<file path="src/rtl/imm_decode_stage.sv">
// Immediate-decode pipeline stage: decodes at push time into a 2-entry skid FIFO.
// Optional macro IMM_DECODE_ZIMM_EN enables the Z (CSR zimm) immediate format.
module imm_decode_stage #(
    parameter int unsigned XLEN  = 32,
    parameter int unsigned DEPTH = 2
) (
    input  logic            clk,
    input  logic            rst_n,
    input  logic            flush,
    input  logic            in_valid,
    output logic            in_ready,
    input  logic [31:0]     in_instr,
    input  logic [XLEN-1:0] in_pc,
    output logic            out_valid,
    input  logic            out_ready,
    output logic [XLEN-1:0] out_imm,
    output logic [2:0]      out_imm_type,
    output logic            out_illegal,
    output logic [XLEN-1:0] out_pc,
    output logic [XLEN-1:0] out_target
);

    localparam int unsigned PW = (DEPTH > 1) ? $clog2(DEPTH) : 1;
    localparam int unsigned CW = $clog2(DEPTH + 1);

    localparam logic [2:0] TYPE_NONE = 3'd0;
    localparam logic [2:0] TYPE_I    = 3'd1;
    localparam logic [2:0] TYPE_S    = 3'd2;
    localparam logic [2:0] TYPE_B    = 3'd3;
    localparam logic [2:0] TYPE_U    = 3'd4;
    localparam logic [2:0] TYPE_J    = 3'd5;
`ifdef IMM_DECODE_ZIMM_EN
    localparam logic [2:0] TYPE_Z    = 3'd6;
`endif

    logic [6:0]      opcode;
    logic [31:0]     imm32;
    logic [2:0]      dec_type;
    logic            dec_illegal;
    logic [XLEN-1:0] dec_imm;
    logic [XLEN-1:0] dec_target;

    logic [XLEN-1:0] imm_q    [DEPTH];
    logic [2:0]      type_q   [DEPTH];
    logic            ill_q    [DEPTH];
    logic [XLEN-1:0] pc_q     [DEPTH];
    logic [XLEN-1:0] target_q [DEPTH];

    logic [PW-1:0] wr_ptr_q;
    logic [PW-1:0] rd_ptr_q;
    logic [CW-1:0] count_q;

    logic push;
    logic pop;

    assign opcode = in_instr[6:0];

    always_comb begin
        imm32       = '0;
        dec_type    = TYPE_NONE;
        dec_illegal = 1'b0;
        case (opcode)
            7'b0000011, 7'b0010011, 7'b1100111, 7'b0001111: begin
                dec_type = TYPE_I;
                imm32    = {{20{in_instr[31]}}, in_instr[31:20]};
            end
            7'b0011011: begin
                if (XLEN == 64) begin
                    dec_type = TYPE_I;
                    imm32    = {{20{in_instr[31]}}, in_instr[31:20]};
                end else begin
                    dec_illegal = 1'b1;
                end
            end
            7'b0100011: begin
                dec_type = TYPE_S;
                imm32    = {{20{in_instr[31]}}, in_instr[31:25], in_instr[11:7]};
            end
            7'b1100011: begin
                dec_type = TYPE_B;
                imm32    = {{19{in_instr[31]}}, in_instr[31], in_instr[7], in_instr[30:25],
                            in_instr[11:8], 1'b0};
            end
            7'b0110111, 7'b0010111: begin
                dec_type = TYPE_U;
                imm32    = {in_instr[31:12], 12'b0};
            end
            7'b1101111: begin
                dec_type = TYPE_J;
                imm32    = {{11{in_instr[31]}}, in_instr[31], in_instr[19:12], in_instr[20],
                            in_instr[30:21], 1'b0};
            end
            7'b0110011: begin
                dec_type = TYPE_NONE;
            end
            7'b0111011: begin
                dec_illegal = (XLEN != 64);
            end
            7'b1110011: begin
`ifdef IMM_DECODE_ZIMM_EN
                if (in_instr[14:12] != 3'b000) begin
                    dec_type = TYPE_Z;
                    imm32    = {27'b0, in_instr[19:15]};
                end
`endif
            end
            default: begin
                dec_illegal = 1'b1;
            end
        endcase
        // Every format's 32-bit value already carries its sign in bit 31; Z keeps it 0.
        dec_imm       = {XLEN{imm32[31]}};
        dec_imm[31:0] = imm32;
    end

    assign dec_target = in_pc + dec_imm;

    assign in_ready  = (count_q != CW'(DEPTH));
    assign out_valid = (count_q != '0);
    assign push      = in_valid && in_ready && !flush;
    assign pop       = out_valid && out_ready;

    always_ff @(posedge clk or negedge rst_n) begin
        if (!rst_n) begin
            wr_ptr_q <= '0;
            rd_ptr_q <= '0;
            count_q  <= '0;
            for (int i = 0; i < DEPTH; i++) begin
                imm_q[i]    <= '0;
                type_q[i]   <= '0;
                ill_q[i]    <= 1'b0;
                pc_q[i]     <= '0;
                target_q[i] <= '0;
            end
        end else if (flush) begin
            wr_ptr_q <= '0;
            rd_ptr_q <= '0;
            count_q  <= '0;
        end else begin
            // DEPTH is a power of two, so pointers wrap by overflow.
            if (push) begin
                imm_q[wr_ptr_q]    <= dec_imm;
                type_q[wr_ptr_q]   <= dec_type;
                ill_q[wr_ptr_q]    <= dec_illegal;
                pc_q[wr_ptr_q]     <= in_pc;
                target_q[wr_ptr_q] <= dec_target;
                wr_ptr_q           <= wr_ptr_q + PW'(1);
            end
            if (pop) begin
                rd_ptr_q <= rd_ptr_q + PW'(1);
            end
            case ({push, pop})
                2'b10:   count_q <= count_q + CW'(1);
                2'b01:   count_q <= count_q - CW'(1);
                default: count_q <= count_q;
            endcase
        end
    end

    assign out_imm      = imm_q[rd_ptr_q];
    assign out_imm_type = type_q[rd_ptr_q];
    assign out_illegal  = ill_q[rd_ptr_q];
    assign out_pc       = pc_q[rd_ptr_q];
    assign out_target   = target_q[rd_ptr_q];

endmodule

</file>
<file path="config.mk">
export PLATFORM = sky130hd
export DESIGN_NAME = imm_decode_stage
export DESIGN_NICKNAME = d
export VERILOG_FILES = /design/src/rtl/imm_decode_stage.sv
export SDC_FILE = /design/constraint.sdc
export NUM_CORES = 1
export LEC_CHECK = 0
export ABC_AREA = 1
export CORE_MARGIN = 1.5
export CORE_UTILIZATION = 40
export CTS_CLUSTER_DIAMETER = 40
export DETAILED_ROUTE_END_ITERATION = 7
export PLACE_DENSITY = 0.64
export SYNTH_ARGS = -nofsm -noshare
export SYNTH_HDL_FRONTEND = slang
export SYNTH_SLANG_ARGS = --single-unit
</file>
<file path="constraint.sdc">
create_clock -name clk -period 1.5 [get_ports clk]
set_clock_uncertainty 0.1 [all_clocks]
set_input_delay 0.3 -clock clk [delete_from_list [all_inputs] [get_ports clk]]
set_output_delay 0.3 -clock clk [all_outputs]
set_load 0.1 [all_outputs]
</file>
### Word level (Yosys, flattened, before mapping)

Cells that the tools add are included.

| cells by class | value |
|---|---|
| add/sub/neg operators | 5 |
| multipliers | 0 |
| divide/modulo/power cells | 0 |
| $lt $le $gt $ge | 3 |
| equal/unequal tests | 14 |
| shift operators | 0 |
| multiplexer cells | 35 |
| bitwise gates (word level) | 3 |
| reduce and logical (&&, ||, !) cells | 13 |

Operators with widths:

| cell | number |
|---|---|
| 32-bit two-way mux | 10 |
| 64-bit bitwise mux | 3 |
| 32-bit one-hot mux with 5 select lines | 1 |
| 32-bit adder | 1 |
| 32-bit demux with 1-bit select | 1 |
| 7-bit == test (second input constant) | 4 |
| 7-bit by 6-bit == test with 1-bit output (second input constant) | 3 |
| 3-bit one-hot mux with 5 select lines | 1 |
| 7-bit by 5-bit == test with 1-bit output (second input constant) | 2 |
| 3-bit two-way mux | 4 |
| 11-bit OR reduction | 1 |
| 1-bit two-way mux | 9 |
| 7-bit by 2-bit == test with 1-bit output (second input constant) | 1 |
| 7-bit by 4-bit == test with 1-bit output (second input constant) | 1 |
| 6-bit bitwise mux | 1 |
| 2-bit nonzero test | 3 |
| 2-bit >= comparator (second input constant) | 2 |
| 1-bit logical AND | 4 |
| 1-bit NOT with 2-bit output | 2 |
| 2-bit one-hot mux with 2 select lines | 1 |
| 4-bit OR reduction | 1 |
| 3-bit demux with 1-bit select | 1 |
| 3-bit nonzero test | 1 |
| 1-bit adder (second input constant) | 2 |
| other kinds (13) | 13 |

| storage, ports and cells | value |
|---|---|
| register bits | 204 |
| bits in latches | 0 |
| bits in writable memories | 0 |
| memory bits (read-only) | 0 |
| input bits | 69 |
| output and inout port bits | 102 |
| word-level logic and storage cells | 86 |
| memories | 0 |

### Logic depth before layout (Yosys ltp)

| depth | value |
|---|---|
| depth after elaboration | 6 |
| gate-level depth with buffers | 24 |
| depth with buffers taken out | 23 |

### Least setup slack after synthesis

OpenSTA, ideal clock, no wires.

| path | value |
|---|---|
| path type | reg2out |
| start point | reg rd_ptr_q |
| end point | out out_imm[31] |
| data arrival time | 2.824 ns |
| data required time | 1.100 ns |
| setup slack | -1.724 ns |
| stages on the path, launching flop included | 4 |
| path buffers | 2 |
| path through | dfrtp_1 clkbuf_1 clkbuf_1 o21ai_0 |

| between the ends | value |
|---|---|
| cells in the longest elaborated chain, start to end | 4 |

Ends and longest elaborated chain:

| element | RTL line | RTL |
|---|---|---|
| start: declaration | 50 | `logic [PW-1:0] rd_ptr_q;` |
| start signal: assignment | 150 | `rd_ptr_q <= rd_ptr_q + PW'(1);` |
| 1-bit NOT with 2-bit output (implied by the code) | 160 | `assign out_imm = imm_q[rd_ptr_q];` |
| 32-bit two-way mux (implied by the code) (3 in series) | 160 |  |
| end: declaration | 16 | `output logic [XLEN-1:0] out_imm,` |

No other way between the ends. The select of a mux whose other input is x is not followed.

### Worst setup path in the final report

| path | value |
|---|---|
| start point | in in_instr[0] |
| end point | reg target_q[31] (netlist bit) |

| between the ends | value |
|---|---|
| cells in the longest elaborated chain, start to end | 5 |
| elaborated cells on any way between the ends | 14 |
| classes of those cells | add/sub: 1; eq/ne: 9; mux: 2; reduce/logical: 2 |

Ends and longest elaborated chain:

| element | RTL line | RTL |
|---|---|---|
| start: declaration | 12 | `input logic [31:0] in_instr,` |
| 7-bit by 2-bit == test with 1-bit output, or another cell as far along | 62 | `case (opcode)` |
| 4-bit OR reduction / 2-bit OR reduction (equally long branches) | -- |  |
| 32-bit one-hot mux with 5 select lines (*) | 62 |  |
| named net dec_imm[8] | 40 | `logic [XLEN-1:0] dec_imm;` |
| 32-bit adder (*) | 116 | `assign dec_target = in_pc + dec_imm;` |
| 64-bit bitwise mux (*) | 146 | `target_q[wr_ptr_q] <= dec_target;` |
| end signal: indexed assignment | 146 |  |
| end: declaration | 47 | `logic [XLEN-1:0] target_q [DEPTH];` |

Mark *: on every way through the listed nets, which the timed path passes. The rest lies on a longest branch.
A chain may end at the register's enable or synchronous reset.

==> run metrics <==
Root Buffer clkbuf_16; total gr overflow 0; DR vias 13407; combinational power share between 50 and 60%; Synth-to-Final Area Change 92.2%; worst-path maximum fanout 6; Total GRT Usage 29.6%; Final Setup Violations 285; slew of the pin with the lowest slew margin 1.22 ns; multi-input logic area about 8700 µm²; setup slack after layout -1.02 ns; diode count 0; EDFF count, synth 0; internal power 21300 µW; worst slack at placement -2.21 ns; Max Slew Vio Count 0; Rel. slew slack 17.9%; die extent in x 173 µm; CP endpoint kind register; post-route ant nets 0; CP arrival between 2 and 3 ns; status finished, violations left; filler instances roughly 1800; worst skew pair latency just over 0.5 ns; Hold Worst Slack approximately 0.14 ns; warnings from Yosys 0; Die Y 173 µm; most numerous cell in the Yosys netlist nand2_1; # rows just over 60; NumNets Final 2195; Placed Area 17400 µm²; Max Root-Sink Buffers 3; Yosys top cell area share around 44%; Detailed Place HPWL between 30000 and 40000 µm; I/O pins approximately 170; clock transition at the registers of the reported paths 0.06 ns; Post-Layout Inst Area 22200 µm²; register area share after synthesis between 40% and 50%; Worst Path Required 1.80 ns; initial antenna violation count 0; VDD IR max 2.09 mV; final worst path period need between 2 and 3 ns; Syn Area/Cell 7.05 µm²; final core occ 77.7%; WL final 50000 µm; most frequent cells after synthesis nand2_1, dfrtp_1, o21ai_0, inv_1, nand3_1; drt drc 0; CTS tree yes; WL per Instance 20.0 µm; Final Hold Fails 0; Num Clock Sinks ~200; DR vias/cell about 5.4; vias in the first global route between 10000 and 15000; largest net degree at the start of global routing 55; register bit total from synthesis 204; Leakage Power roughly 0.011 µW; first-pass GRT wire length between 60000 and 70000 µm; Cell Pwr Density 1830 nW/µm²; Initial Utilization between 40% and 50%; sw frac 47.4%; worst min-delay path class primary input to async pin; H-Tree Level Count 2; Reg power frac 22.3%; PortBufs 170; setup TNS -141.07 ns; ys async rst share 100%; RSZ-0062 raised after global routing yes; synthesized instance count 1637; Post-Syn Nets 1738; Final GP Congestion 1.00; ranking of synthesized cells by area dfrtp_1, nand2_1, o21ai_0; Max Cap Viol 0; Netlist cell types 39; Num CTS Buffers 35; failing checks negative setup slack; area leader, netlist dfrtp_1; WS Path Type primary input to register; Primary FF master, synth dfrtp_1; share of cells above drive strength 1 48.9%; clock power share 20.7%; Switch Pwr 19200 µW; core area roughly 29000 µm²; FMAX 0.396 GHz; 1st-iter DRT viols roughly 1100; Die Area 29900 µm²; Final Cycle Share 168%; synthesized area 11500 µm²; Reg area 5110 µm²; Pre-antenna DRT Iters 5; Setup crit start kind primary input
cell usage in the layout, fill, tap and decap left out, types with 5 or more instances in the layout:
cell type,instances
buf_6,36
nand3_4,8
nand2_1,426
clkbuf_16,48
nand2_8,5
xnor2_4,6
a31oi_1,10
inv_1,157
nor2_2,17
inv_6,6
nand2_4,115
nor3_4,5
nand2_2,152
a21oi_2,22
or2_4,5
o21ai_2,14
o21ai_1,35
a21oi_1,9
clkbuf_8,5
inv_2,21
buf_8,10
nand3_2,35
buf_4,230
nor2_1,25
o21ai_0,104
o21ai_4,55
nand3_1,27
dfrtp_1,203
ha_4,27
clkinvlp_4,7
a21oi_4,10
o21bai_1,6
clkdlybuf4s50_1,59
buf_12,130
nand4_1,8
nor2_4,31
worst max-delay path, stage by stage:
cell,delay [ns]
buf_8,0.11
nand2_8,0.08
nor2_4,0.05
nand2_1,0.05
nand2_1,0.06
nand2_2,0.08
nand2_4,0.07
nor2_4,0.25
nand2_8,0.11
clkinv_8,0.09
buf_6,0.10
nor2_4,0.04
ha_4,0.19
buf_4,0.14
inv_2,0.09
nand2_1,0.09
nand2_1,0.08
nand2_2,0.06
a21oi_2,0.18
nand2_2,0.14
nand2_2,0.08
nand2_2,0.06
inv_1,0.07
nand2_2,0.08
nand3_2,0.08
nand2_1,0.06
power by group through the flow:
stage                     Combinational (µW)  Clock (µW)  Sequential, µW
final                                  23100        8390            9050
after global routing                   23900        8680            9220
after CTS                              21100        8450            8500
after detailed placement               20100           0            8510
after global placement                 20000           0            8430
after floorplan                        12600           0            8240
registers in the layout, indices dropped and copies added, names as in the netlist:
signal    count
rd_ptr_q      1
wr_ptr_q      1
pc_q         64
imm_q        64
count_q       2
target_q     64
type_q        6
ill_q         2
stage by stage:
step	instances	total power [µW]
floorplan	1637	20800
global placement	2372	28400
detailed placement	2372	28700
CTS	2473	38100
global route	2505	41800
finish	2505	40500
layout make-up:
cell class | count | area share [%]
Inverter | 186 | 3.38
Multi-Input combinational cell | 1180 | 39.1
Sequential cell | 204 | 23.0
Clock inverter | 23 | 1.25
Tap cell | 384 | 2.17
Timing Repair Buffer | 486 | 26.7
Clock buffer | 41 | 4.33
Timing Repair inverter | 1 | 0.0508
path summary, 6_finish.rpt:
check                             start      endpoint  slack [ns]  cells past startpoint
max in group asynchronous         rst_n      rd_ptr_q        0.59                      3
setup reg to reg             count_q[1]      imm_q[2]       -0.19                      8
hold / removal                    rst_n      pc_q[59]        0.14                      2
setup / recovery            in_instr[0]  target_q[31]       -1.02                     26
hold reg to reg            target_q[62]  target_q[62]        0.38                      2
min in group clk            in_instr[5]     type_q[0]        0.15                      5
routing by layer:
| metal | part of all wire (%) | GRT usage, % | vias to the layer above |
|---|---|---|---|
| li1 | - | - | 6104 |
| met1 | 40 | 38.1 | 6623 |
| met2 | 50 | 49.5 | 526 |
| met3 | 6.3 | 5.06 | 154 |
| met4 | 4.4 | 12.3 | 0 |
| met5 | 0 | 0 | - |
kinds of logic (layout without fill, tap and decap cells):
| logic type | count (synthesis) | in the layout | share of synthesized area [%] |
|---|---|---|---|
| flops | 204 | 204 | 44.2 |
| xor+xnor | 12 | 12 | 0.911 |
| simple gates | 865 | 866 | 30.3 |
| compound gates | 270 | 270 | 12.5 |
| fa+ha+maj | 32 | 32 | 3.53 |
| buf+inv | 254 | 737 | 8.53 |
timing repair:
action | in CTS | in global routing
cloned | 5 | 13
endpoints found under the setup margin | 276 | 304
gates resized for setup | 390 | 359
setup buffers | 39 | 22
hold buffers | 1 | 0
pin swaps | 128 | 142
hold endpoints to repair | 204 | 0
(Power assumes the default switching activity.)
